==> src/rtl/memcpy_job_scheduler.sv <==
// Round-robin scheduler sharing one memcpy engine between NUM_REQ requesters.
// Optional watchdog abort enabled by defining MEMCPY_SCHED_TIMEOUT_EN.
`timescale 1ns/1ps
module memcpy_job_scheduler #(
  parameter int NUM_REQ        = 4,
  parameter int ADDR_WIDTH     = 64,
  parameter int TIMEOUT_CYCLES = 1048576
) (
  input  logic                          clk,
  input  logic                          rst_n,
  input  logic [NUM_REQ-1:0]            req_valid,
  input  logic [NUM_REQ*ADDR_WIDTH-1:0] req_src_addr,
  input  logic [NUM_REQ*ADDR_WIDTH-1:0] req_tgt_addr,
  input  logic [NUM_REQ*64-1:0]         req_len,
  output logic [NUM_REQ-1:0]            req_ack,
  output logic [NUM_REQ-1:0]            req_done,
  output logic                          req_err,
  output logic [ADDR_WIDTH-1:0]         memcpy_src_addr,
  output logic [ADDR_WIDTH-1:0]         memcpy_tgt_addr,
  output logic [63:0]                   memcpy_len,
  output logic                          memcpy_start,
  input  logic                          memcpy_done,
  output logic                          sched_busy,
  output logic [2:0]                    cur_grant
);

  localparam int IW = (NUM_REQ > 1) ? $clog2(NUM_REQ) : 1;

  if (NUM_REQ < 2 || NUM_REQ > 8 || TIMEOUT_CYCLES < 2) begin : g_param_check
    $error("memcpy_job_scheduler: NUM_REQ must be 2..8 and TIMEOUT_CYCLES >= 2");
  end

  typedef enum logic [2:0] {
    S_IDLE, S_LATCH, S_START, S_CLR, S_WAIT, S_RETIRE
  } state_t;

  state_t state, state_nxt;

  logic [2:0]            last_q;
  logic [2:0]            pick;
  logic                  pick_vld;
  logic [IW-1:0]         idx;
  int                    sum;
  logic [NUM_REQ-1:0]    grant_oh;
  logic [ADDR_WIDTH-1:0] sel_src;
  logic [ADDR_WIDTH-1:0] sel_tgt;
  logic [63:0]           sel_len;

  // Requester i is considered at distance (i - last) mod NUM_REQ; nearest pending wins.
  always_comb begin
    pick     = '0;
    pick_vld = 1'b0;
    idx      = '0;
    sum      = 0;
    for (int k = 1; k <= NUM_REQ; k++) begin
      sum = int'(last_q) + k;
      if (sum >= NUM_REQ) sum = sum - NUM_REQ;
      idx = IW'(sum);
      if (!pick_vld && req_valid[idx]) begin
        pick_vld = 1'b1;
        pick     = 3'(idx);
      end
    end
  end

  always_comb begin
    grant_oh = '0;
    sel_src  = '0;
    sel_tgt  = '0;
    sel_len  = '0;
    for (int i = 0; i < NUM_REQ; i++) begin
      if (cur_grant == 3'(i)) begin
        grant_oh[i] = 1'b1;
        sel_src     = req_src_addr[i*ADDR_WIDTH +: ADDR_WIDTH];
        sel_tgt     = req_tgt_addr[i*ADDR_WIDTH +: ADDR_WIDTH];
        sel_len     = req_len[i*64 +: 64];
      end
    end
  end

`ifdef MEMCPY_SCHED_TIMEOUT_EN
  localparam logic [31:0] WD_LIMIT = 32'(TIMEOUT_CYCLES - 1);
  logic [31:0] wd_cnt;
  logic        wd_hit;
  logic        tmo_exit;
  logic        timed_out_q;

  assign wd_hit = (wd_cnt >= WD_LIMIT);
`endif

  always_ff @(posedge clk or negedge rst_n) begin
    if (!rst_n) state <= S_IDLE;
    else        state <= state_nxt;
  end

  // CLR drains the done level left high by the previous job before WAIT looks for a fresh rise.
  always_comb begin
    state_nxt = state;
`ifdef MEMCPY_SCHED_TIMEOUT_EN
    tmo_exit  = 1'b0;
`endif
    case (state)
      S_IDLE:   if (pick_vld) state_nxt = S_LATCH;
      S_LATCH:  state_nxt = (sel_len == 64'd0) ? S_RETIRE : S_START;
      S_START:  state_nxt = S_CLR;
      S_CLR: begin
`ifdef MEMCPY_SCHED_TIMEOUT_EN
        if (wd_hit) begin
          state_nxt = S_RETIRE;
          tmo_exit  = 1'b1;
        end else
`endif
        if (!memcpy_done) state_nxt = S_WAIT;
      end
      S_WAIT: begin
        if (memcpy_done) state_nxt = S_RETIRE;
`ifdef MEMCPY_SCHED_TIMEOUT_EN
        else if (wd_hit) begin
          state_nxt = S_RETIRE;
          tmo_exit  = 1'b1;
        end
`endif
      end
      S_RETIRE: state_nxt = S_IDLE;
      default:  state_nxt = S_IDLE;
    endcase
  end

  always_ff @(posedge clk or negedge rst_n) begin
    if (!rst_n) begin
      cur_grant       <= '0;
      last_q          <= 3'(NUM_REQ - 1);
      req_ack         <= '0;
      memcpy_src_addr <= '0;
      memcpy_tgt_addr <= '0;
      memcpy_len      <= '0;
    end else begin
      req_ack <= '0;
      case (state)
        S_IDLE: if (pick_vld) cur_grant <= pick;
        S_LATCH: begin
          memcpy_src_addr <= sel_src;
          memcpy_tgt_addr <= sel_tgt;
          memcpy_len      <= sel_len;
          req_ack         <= grant_oh;
          last_q          <= cur_grant;
        end
        default: ;
      endcase
    end
  end

`ifdef MEMCPY_SCHED_TIMEOUT_EN
  always_ff @(posedge clk or negedge rst_n) begin
    if (!rst_n) begin
      wd_cnt      <= '0;
      timed_out_q <= 1'b0;
    end else begin
      case (state)
        S_START: begin
          wd_cnt      <= '0;
          timed_out_q <= 1'b0;
        end
        S_CLR, S_WAIT: begin
          wd_cnt <= wd_cnt + 32'd1;
          if (tmo_exit) timed_out_q <= 1'b1;
        end
        default: ;
      endcase
    end
  end

  assign req_err = (state == S_RETIRE) && timed_out_q;
`else
  assign req_err = 1'b0;
`endif

  assign memcpy_start = (state == S_START);
  assign sched_busy   = (state != S_IDLE);
  assign req_done     = (state == S_RETIRE) ? grant_oh : '0;

endmodule

==> config.mk <==
export PLATFORM = sky130hd
export DESIGN_NAME = memcpy_job_scheduler
export DESIGN_NICKNAME = d
export VERILOG_FILES = /design/src/rtl/memcpy_job_scheduler.sv
export SDC_FILE = /design/constraint.sdc
export NUM_CORES = 1
export LEC_CHECK = 0
export BUFFER_PORTS_ARGS = -buffer_cell sky130_fd_sc_hd__buf_2
export CAP_MARGIN = 25
export CORE_AREA = 2 2 380 382
export CTS_CLUSTER_SIZE = 14
export DETAILED_ROUTE_END_ITERATION = 6
export DIE_AREA = 0 0 382 384
export GPL_ROUTABILITY_DRIVEN = 1
export GPL_TIMING_DRIVEN = 0
export PLACE_DENSITY = 0.3
export SKIP_LAST_GASP = 1
export SLEW_MARGIN = 10
export SYNTH_ARGS = -nofsm -noshare
export SYNTH_HDL_FRONTEND = slang
export SYNTH_SLANG_ARGS = --single-unit
==> constraint.sdc <==
create_clock -name clk -period 2.8 [get_ports clk]
set_clock_uncertainty 0.1 [all_clocks]
set_input_delay 0.28 -clock clk [delete_from_list [all_inputs] [get_ports clk]]
set_output_delay 0.28 -clock clk [all_outputs]
set_load 0.005 [all_outputs]
Word level (Yosys, flattened, before mapping)
Index checks and enable logic that the tools add are counted.
{ "totals": {"register_bits": 205, "latch_bits": 0, "ramBits": 0, "rom_bits": 0, "inputBits": 775, "output_inout_bits": 206, "word_cells": 89, "mem_count": 0} }
{ "op_classes": {"n_addsub": 8, "n_mul": 0, "n_div": 0, "n_lt_le_gt_ge": 8, "eq_ne": 11, "n_shift": 0, "n_mux": 43, "bitwise_logic": 0, "n_reduce_logical": 12} }
{ "op_table": {"columns": ["op", "n"], "rows": [
  ["two-way mux 64 bit", 12],
  ["zero test 64 bit", 1],
  ["two-way mux 3 bit", 6],
  ["greater-or-equal comparator 4 x 3 -> 1 bit, second input constant", 4],
  ["one-hot mux 3 bit (5 select lines)", 1],
  ["equality test 3 x 2 -> 1 bit, second input constant", 4],
  ["< comparator 2 x 3 -> 1 bit, second input constant", 4],
  ["two-way mux 1 bit", 12],
  ["two-way mux 2 bit", 6],
  ["adder 3 x 2 -> 4 bit, second input constant", 2],
  ["binary-select mux 1 bit (select 2 bit)", 4],
  ["two-way mux 4 bit", 2],
  ["subtractor 2 x 1 -> 2 bit, second input constant", 4],
  ["equality test 3 x 1 -> 1 bit, second input constant", 2],
  ["equality test 3 bit, second input constant", 2],
  ["zero test 3 bit", 2],
  ["!= test 2 bit, second input constant", 3],
  ["adder 3 x 1 -> 4 bit, second input constant", 1],
  ["adder 3 x 3 -> 4 bit, second input constant", 1],
  ["logical AND 1 bit", 3],
  ["zero test 1 bit", 3],
  ["AND reduction 3 bit", 1],
  ["nonzero test 3 bit", 1],
  ["AND reduction 2 bit", 1]
]} }

Logic depth before layout (Yosys ltp)
Gate-level depths: netlist (run 1).
{ "depth": {"word_depth": 17, "mapped_depth": 7} }

Worst setup path after synthesis (run 1)
No wires, ideal clock.
{ "synth_path": {"kind": "reg2reg", "from": "register cur_grant[1]", "to": "register state[1]", "arrival_ns": 2.460, "required_ns": 2.578, "slack_ns": 0.119, "stages_incl_launch_ff": 8, "path_cell_list": "dfrtp_1 -> clkbuf_1 -> clkbuf_1 -> mux4_2 -> nor4_1 -> nand4_1 -> or4_1 -> a32o_1"} }
{ "synth_between": {"elab_chain_len": 8, "word_cells_on_any_way": 11, "cone_classes": "eq/ne (3); mux (6); reduce/logical (2)"} }
{ "synth_lines": {"columns": ["element", "line_no", "text"], "rows": [
  ["from (decl)", "24", "output logic [2:0] cur_grant"],
  ["from (signal assigned)", "140", "S_IDLE: if (pick_vld) cur_grant <= pick;"],
  ["zero test 3 bit", "72", "if (cur_grant == 3'(i)) begin"],
  ["two-way mux 64 bit (3 in series)", "72", null],
  ["two-way mux 64 bit *", "72", null],
  ["zero test 64 bit *", "104", "S_LATCH: state_nxt = (sel_len == 64'd0) ? S_RETIRE : S_START;"],
  ["two-way mux 3 bit *", "104", null],
  ["one-hot mux 3 bit (5 select lines) *", "102", "case (state)"],
  ["to (signal assigned)", "93", "else state <= state_nxt;"],
  ["to (decl)", "37", "state_t state, state_nxt;"]
]} }
Mark *: on every way between the ends. The rest lies on a longest branch, timed or not.
A chain may end at the register's enable or synchronous reset.

Worst setup path in the final report (run 1)
{ "layout_path": {"from": "register cur_grant[0]", "to": "register state[1]"} }
The elaborated chain is that of the path after synthesis.

==> results of run 1 <==
sequential cells by signal, indices dropped and copies added, names as in the netlist:
signal and flops:
cur_grant 2, memcpy_tgt_addr 64, last_q 2, memcpy_src_addr 64, memcpy_len 64, req_ack 4, state 3
worst max-delay path: stages (launching register included):
cell                        delay (ps)
sky130_fd_sc_hd__dfrtp_2           490
sky130_fd_sc_hd__buf_12            190
sky130_fd_sc_hd__clkbuf_16         150
sky130_fd_sc_hd__buf_16            130
sky130_fd_sc_hd__mux4_2            690
sky130_fd_sc_hd__nor4_2            210
sky130_fd_sc_hd__nand4_1           260
sky130_fd_sc_hd__or4_4             700
sky130_fd_sc_hd__a32o_1            240
cell families after synthesis:
logic type	Yosys count
AOI/OAI and AO/OA	13
buffers and inverters	92
DFF	203
muxes	193
other	1
and+or+nand+nor	629
final timing paths:
kind / to / slack [ps]
worst max-delay path: state[1]$_DFFE_PN0P_ / -550
worst min-delay path: memcpy_tgt_addr[63]$_DFFE_PN0N_ / 40
worst max register to register: state[1]$_DFFE_PN0P_ / -550
worst min register to register: memcpy_src_addr[37]$_DFFE_PN0N_ / 370
max in group asynchronous: memcpy_tgt_addr[18]$_DFFE_PN0N_ / 1570
min in group asynchronous: memcpy_src_addr[53]$_DFFE_PN0N_ / 120
layout make-up:
cell class | count | area share (%)
Timing Repair Buffer | 1432 | 37.2
Multi-Input combinational cell | 837 | 27.4
Sequential cell | 203 | 19.9
Tap cell | 1903 | 9.30
Clock buffer | 42 | 3.34
Buffer | 87 | 2.32
Clock inverter | 12 | 0.357
Antenna cell | 15 | 0.147
Inverter | 2 | 0.0293
metal layers:
layer	share of wire [%]	vias to the layer above	global-route usage [%]	wire length, um
met1	40	7685	16.6	41900
met5	0.093	-	0	98
met3	7.9	176	3.90	8300
li1	-	6949	-	-
met2	49	741	23.8	51700
met4	2.8	18	3.57	2920
where the power goes:
group	switching (mW)	internal, mW
clock	1.62	2.19
sequential	0.812	4.46
combinational	8.44	6.46
total	10.9	13.1
repair_timing:
item                                   CTS  global route
pin swaps                                6             3
setup endpoints to repair              159            42
endpoints found under the hold margin  208             0
setup buffers                           20             0
resized for setup                       80            14
hold buffers                           424             0
per-stage QoR:
stage                     worst slack (ps)  power [mW]  hold slack, ps  TNS (ps)
final                                 -546        24.0            38.8     -1540
after global routing                  -621        25.9            26.3     -1820
after CTS                             -633        24.7           0.737     -1860
after detailed placement             -1990        19.1             177   -122020
after global placement               -3350        19.0             356  -1008880
after floorplan                        119        12.1            -116         0
cell usage in the layout (no fill, tap or decap), types with 2 or more instances in the layout:
master                          count
sky130_fd_sc_hd__buf_2            983
sky130_fd_sc_hd__nand2_1          581
sky130_fd_sc_hd__dlygate4sd3_1    424
sky130_fd_sc_hd__dfrtp_1          199
sky130_fd_sc_hd__mux4_2           192
sky130_fd_sc_hd__clkbuf_1          47
sky130_fd_sc_hd__clkbuf_16         32
sky130_fd_sc_hd__buf_4             23
sky130_fd_sc_hd__diode_2           15
sky130_fd_sc_hd__nor2_1             9
sky130_fd_sc_hd__buf_6              9
sky130_fd_sc_hd__clkbuf_8           9
sky130_fd_sc_hd__clkinv_2           9
sky130_fd_sc_hd__clkbuf_2           8
sky130_fd_sc_hd__buf_8              7
sky130_fd_sc_hd__nor4_1             7
sky130_fd_sc_hd__buf_12             6
sky130_fd_sc_hd__nor4_2             6
sky130_fd_sc_hd__clkbuf_4           5
sky130_fd_sc_hd__nand2_2            5
sky130_fd_sc_hd__nand4_1            4
sky130_fd_sc_hd__nor4_4             4
sky130_fd_sc_hd__buf_16             4
sky130_fd_sc_hd__buf_1              3
sky130_fd_sc_hd__o21ai_1            3
sky130_fd_sc_hd__nand3b_1           2
sky130_fd_sc_hd__nand2b_4           2
sky130_fd_sc_hd__a21oi_1            2
sky130_fd_sc_hd__o221ai_1           2
sky130_fd_sc_hd__o21ai_0            2
sky130_fd_sc_hd__conb_1             2
sky130_fd_sc_hd__dfstp_2            2
==> results.json, run 1 <==
{
  "outcome": "finished with violations",
  "failed_checks": "setup timing",
  "post_route_cells_drive_above_1_share_pct": 50.4,
  "ctsLongestPathBuffers": 3,
  "netlist_top_cells_area": "sky130_fd_sc_hd__dfrtp_1, sky130_fd_sc_hd__mux4_2, sky130_fd_sc_hd__nand2_1",
  "detail_route.iter0.violations": 873,
  "synth_simple_gate_area_share_pct": 19.8,
  "final_period_minus_worst_setup_slack_ps": 3350,
  "placedCellCount": 4024,
  "design.portCount": 981,
  "achievable-frequency_mhz": 299,
  "synth-compound-area-share_pct": 0.678,
  "die_height_um": 384,
  "area.growth.synth_to_final_pct": 107,
  "hp-start": "req_tgt_addr[255]",
  "vias_in_the_first_global_route": 17000,
  "critical_path_peak_fanout": 8,
  "dieWidth_um": 382,
  "worstSkewPairLatency_ps": 640,
  "fp.dieArea_um2": 147000,
  "regArea_um2": 5090,
  "layout.nets": 3367,
  "async_flop_share_pct": 100,
  "r2r_start": "cur_grant[0]$_DFFE_PN0P_",
  "path_clk_slew_ps": 70,
  "combinational_family_with_the_most_area_after_synthesis": "multiplexers",
  "worst_setup_path_start_kind": "flop",
  "hold_path_class": "input port to flop",
  "grtUsageTotal_pct": 13.7,
  "cts-root-buf": "sky130_fd_sc_hd__clkbuf_16",
  "worst_slew_margin_rel_pct": 38.5,
  "tightest_slew_ps": 923,
  "detailroute.via_count": 15600,
  "power.ir.vdd_worst_mv": 0.498,
  "clock_sinks": 203,
  "synth-edff-count": 0,
  "ys_dominant_reg_cell": "sky130_fd_sc_hd__dfrtp_1",
  "netlist_instances": 1131,
  "htree_num_levels": 1,
  "drt_drc_violations_left": 0,
  "grt-ovfl-total": 0,
  "wire_length_of_the_first_global_routing_pass_um": 139000,
  "placeableCoreArea_um2": 143000,
  "synth.yosys.seq_area_share_pct": 41.1,
  "hold_depth": 4,
  "dpl-instance-area_um2": 19900,
  "layout.cell_area.non_filler_um2": 25600,
  "timing.final.hold_violations": 0,
  "final.period_utilization_pct": 119,
  "synth.ff_latch_count": 203,
  "yosys.area.top_type": "sky130_fd_sc_hd__dfrtp_1",
  "worst_setup_path_startpoint": "cur_grant[0]$_DFFE_PN0P_",
  "portBuffers": 978,
  "multiInputGateArea_um2": 7010,
  "yosys.area_share.adder_pct": 0,
  "antenna_found_initial": 61,
  "critPathCaptureType": "flop",
  "power_per_cell_area_nw_per_um2": 937,
  "avgRoutedWirePerCell_um": 23.2,
  "drv_cap": 0,
  "yosys.cell_count.top_type": "sky130_fd_sc_hd__nand2_1",
  "rsz0062_at_grt": "yes",
  "synth_xor_xnor_area_share_pct": 0,
  "routabilityCongestion": 0.847,
  "setup.worst_path.class": "flop to flop",
  "report.final.setup_viol": 3,
  "postRouteWirelength_um": 105000,
  "drt-pass1-iter-count": 5,
  "final_util_pct": 17.9,
  "cts_tree": "done",
  "timing.final.max_slew_violations": 0,
  "instances_no_fill": 4533,
  "area_of_the_mapped_netlist_um2": 12400,
  "cp_data_arrival_time_ps": 3780,
  "synth.avg_cell_area_um2": 10.9,
  "antenna_left": 0,
  "synth_top_area_share_pct": 40.7,
  "filler_cell_count": 16100,
  "avgViaCountPerCell": 3.43,
  "netlist-cell-type-count": 31,
  "synth.mux.area_fraction_pct": 35.1,
  "hpwl_um": 89000,
  "std_cell_rows": 139,
  "power.leakage_nw": 12.1,
  "worst_slack_ps": -546,
  "synth_top_cells_by_count": "sky130_fd_sc_hd__nand2_1, sky130_fd_sc_hd__dfrtp_1, sky130_fd_sc_hd__mux4_2, sky130_fd_sc_hd__clkbuf_1",
  "number_of_cell_instances_on_the_worst_register_to_register_path": 8,
  "cp_data_required_time_ps": 3230,
  "initial_utilization_pct": 8.66,
  "grt_start_max_net_pins": 81,
  "tritoncts.num_buffers": 29,
  "synth_warnings": 0
}
Note: power is estimated with default switching activity, not from simulation.
==> run 2, diff against run 1 <==
--- a/config.mk
+++ b/config.mk
@@ -13,6 +13,7 @@
 export DIE_AREA = 0 0 382 384
 export GPL_ROUTABILITY_DRIVEN = 1
 export GPL_TIMING_DRIVEN = 0
+export HOLD_SLACK_MARGIN = 0.12
 export PLACE_DENSITY = 0.3
 export SKIP_LAST_GASP = 1
 export SLEW_MARGIN = 10
==> results.json, run 2 (synthesized netlist as in run 1, its figures left out) <==
{
  "outcome": "finished with violations",
  "failed_checks": "setup timing",
  "p_switching_mw": 11.0,
  "wire_length_of_the_first_global_routing_pass_um": 144000,
  "dieWidth_um": 382,
  "power_per_cell_area_nw_per_um2": 892,
  "power.leakage_nw": 12.9,
  "critPathCaptureType": "flop",
  "report.final.setup_viol": 3,
  "routabilityCongestion": 0.847,
  "hpwl_um": 89000,
  "initial_utilization_pct": 8.66,
  "r2r_start": "cur_grant[0]$_DFFE_PN0P_",
  "timing.final.hold_violations": 0,
  "cp_data_required_time_ps": 3230,
  "worstSkewPairLatency_ps": 630,
  "rsz0062_at_grt": "yes",
  "timing.reg2reg.setup_slack_ps": -520,
  "achievable-frequency_mhz": 301,
  "final.period_utilization_pct": 119,
  "worst_slew_margin_rel_pct": 38.5,
  "antenna_found_initial": 59,
  "worst_slack_ps": -523,
  "grtUsageTotal_pct": 14.1,
  "number_of_cell_instances_on_the_worst_register_to_register_path": 8,
  "cts-root-buf": "sky130_fd_sc_hd__clkbuf_16",
  "final_period_minus_worst_setup_slack_ps": 3320,
  "placeableCoreArea_um2": 143000,
  "final_common_cell": "sky130_fd_sc_hd__buf_2",
  "filler_cell_count": 16000,
  "top_regs": "memcpy_len (64), memcpy_src_addr (64), memcpy_tgt_addr (64)",
  "tritoncts.num_buffers": 29,
  "hold_path_class": "input port to flop",
  "cp_data_arrival_time_ps": 3750,
  "avgRoutedWirePerCell_um": 22.7,
  "layout.cell_area.non_filler_um2": 27600,
  "detail_route.iter0.violations": 921,
  "ctsLongestPathBuffers": 3,
  "power.ir.vdd_worst_mv": 0.491,
  "proportion_of_power_drawn_by_flip_flops_and_latches_pct": 21.5,
  "timing.final.max_slew_violations": 0,
  "grt_start_max_net_pins": 81,
  "drt-pass1-iter-count": 5,
  "area.growth.synth_to_final_pct": 123,
  "critical_path_peak_fanout": 8,
  "cts_tree": "done",
  "grt-ovfl-total": 0,
  "avgViaCountPerCell": 3.48,
  "dpl-instance-area_um2": 19900,
  "htree_num_levels": 1,
  "power.share.combinational_pct": 63.1,
  "hold_depth": 4,
  "postRouteWirelength_um": 108000,
  "worst_setup_path_start_kind": "flop",
  "mostFrequentLayoutCells": "sky130_fd_sc_hd__buf_2, sky130_fd_sc_hd__dlygate4sd3_1, sky130_fd_sc_hd__nand2_1",
  "detailroute.via_count": 16500,
  "drv_cap": 0,
  "final_util_pct": 19.3,
  "vias_in_the_first_global_route": 18000,
  "post_route_cells_drive_above_1_share_pct": 46.8,
  "portBuffers": 978,
  "worst_setup_path_startpoint": "cur_grant[0]$_DFFE_PN0P_",
  "p_clk_share_pct": 15.5,
  "setup.worst_path.class": "flop to flop",
  "cell_internal_pwr_mw": 13.6,
  "clock_sinks": 203,
  "antenna_left": 0,
  "design.portCount": 981,
  "drt_drc_violations_left": 0,
  "die_height_um": 384,
  "path_clk_slew_ps": 70,
  "layout.nets": 3564,
  "fp.dieArea_um2": 147000,
  "std_cell_rows": 139,
  "tightest_slew_ps": 922,
  "reg2reg_to": "state[1]$_DFFE_PN0P_",
  "sw_frac_of_total_pct": 44.9,
  "endpoint_with_the_worst_hold_slack": "memcpy_tgt_addr[0]$_DFFE_PN0N_",
  "hp-start": "req_tgt_addr[0]"
}
## run 2: changes by cell type in the layout (fill, tap and decap cells not counted), sizes merged
cell,change
buf,+1
clkbuf,-2
dlygate4sd3,+198
diode,+6
## run 2: layout make-up
type / instances / area, um^2 / area share (%)
timing repair buffer: 1630 / 11500 / 41.7
multi-input combinational: 837 / 7010 / 25.4
sequential: 203 / 5090 / 18.4
tap: 1903 / 2380 / 8.63
clock buffer: 42 / 855 / 3.10
buffer: 86 / 583 / 2.11
clock inverter: 12 / 91.3 / 0.331
antenna: 21 / 52.6 / 0.191
inverter: 2 / 7.51 / 0.0272
## run 2: worst max-delay path by stage
stage	to	slack (ps)	cells after the start
4_1_cts	state[1]$_DFFE_PN0P_	-630	8
6_report	state[1]$_DFFE_PN0P_	-520	8
3_5_place_dp	state[1]$_DFFE_PN0P_	-1990	7
5_1_grt	state[1]$_DFFE_PN0P_	-620	8
2_1_floorplan	state[1]$_DFFE_PN0P_	120	7
3_3_place_gp	memcpy_tgt_addr[23]$_DFFE_PN0N_	-3350	1
## run 2: metal layers
layer	up-vias	GRT usage, %	part of all wire (%)
met5	-	0	0.058
met4	10	4.61	3.2
met3	177	3.65	7.5
met2	806	24.1	49
met1	8156	17.1	40
li1	7346	-	-
## run 2: worst max-delay path, cell delays in order, from the launching register on
cell and delay, ps:
sky130_fd_sc_hd__dfrtp_2 480, sky130_fd_sc_hd__buf_12 180, sky130_fd_sc_hd__clkbuf_16 150, sky130_fd_sc_hd__buf_16 140, sky130_fd_sc_hd__mux4_2 680, sky130_fd_sc_hd__nor4_2 190
sky130_fd_sc_hd__nand4_1 260, sky130_fd_sc_hd__or4_4 710, sky130_fd_sc_hd__a32o_1 240
## run 2: timing repair
action | in CTS | in global routing
pin swaps | 6 | 3
setup endpoints to repair | 159 | 36
hold buffers | 620 | 2
buffers inserted | 20 | 0
endpoints found under the hold margin | 392 | 1
gates resized for setup | 80 | 12
## run 2: power groups by stage
stage | logic, mW | registers (mW) | clock network (mW)
floorplan | 6.79 | 5.33 | 0
global placement | 13.7 | 5.29 | 0
detailed placement | 13.9 | 5.29 | 0
CTS | 16.0 | 5.28 | 4.01
global route | 16.9 | 5.46 | 4.11
finish | 15.5 | 5.28 | 3.80
## run 2: stage by stage
stage	power (mW)	hold WS, ps	TNS [ps]	worst slack, ps	cells
detailed placement	19.1	177	-122020	-1990	4024
global placement	19.0	356	-1008880	-3350	4013
floorplan	12.1	-116	0	119	1132
CTS	25.3	122	-1850	-630	4716
finish	24.6	127	-1470	-523	4736
global route	26.5	145	-1820	-621	4730
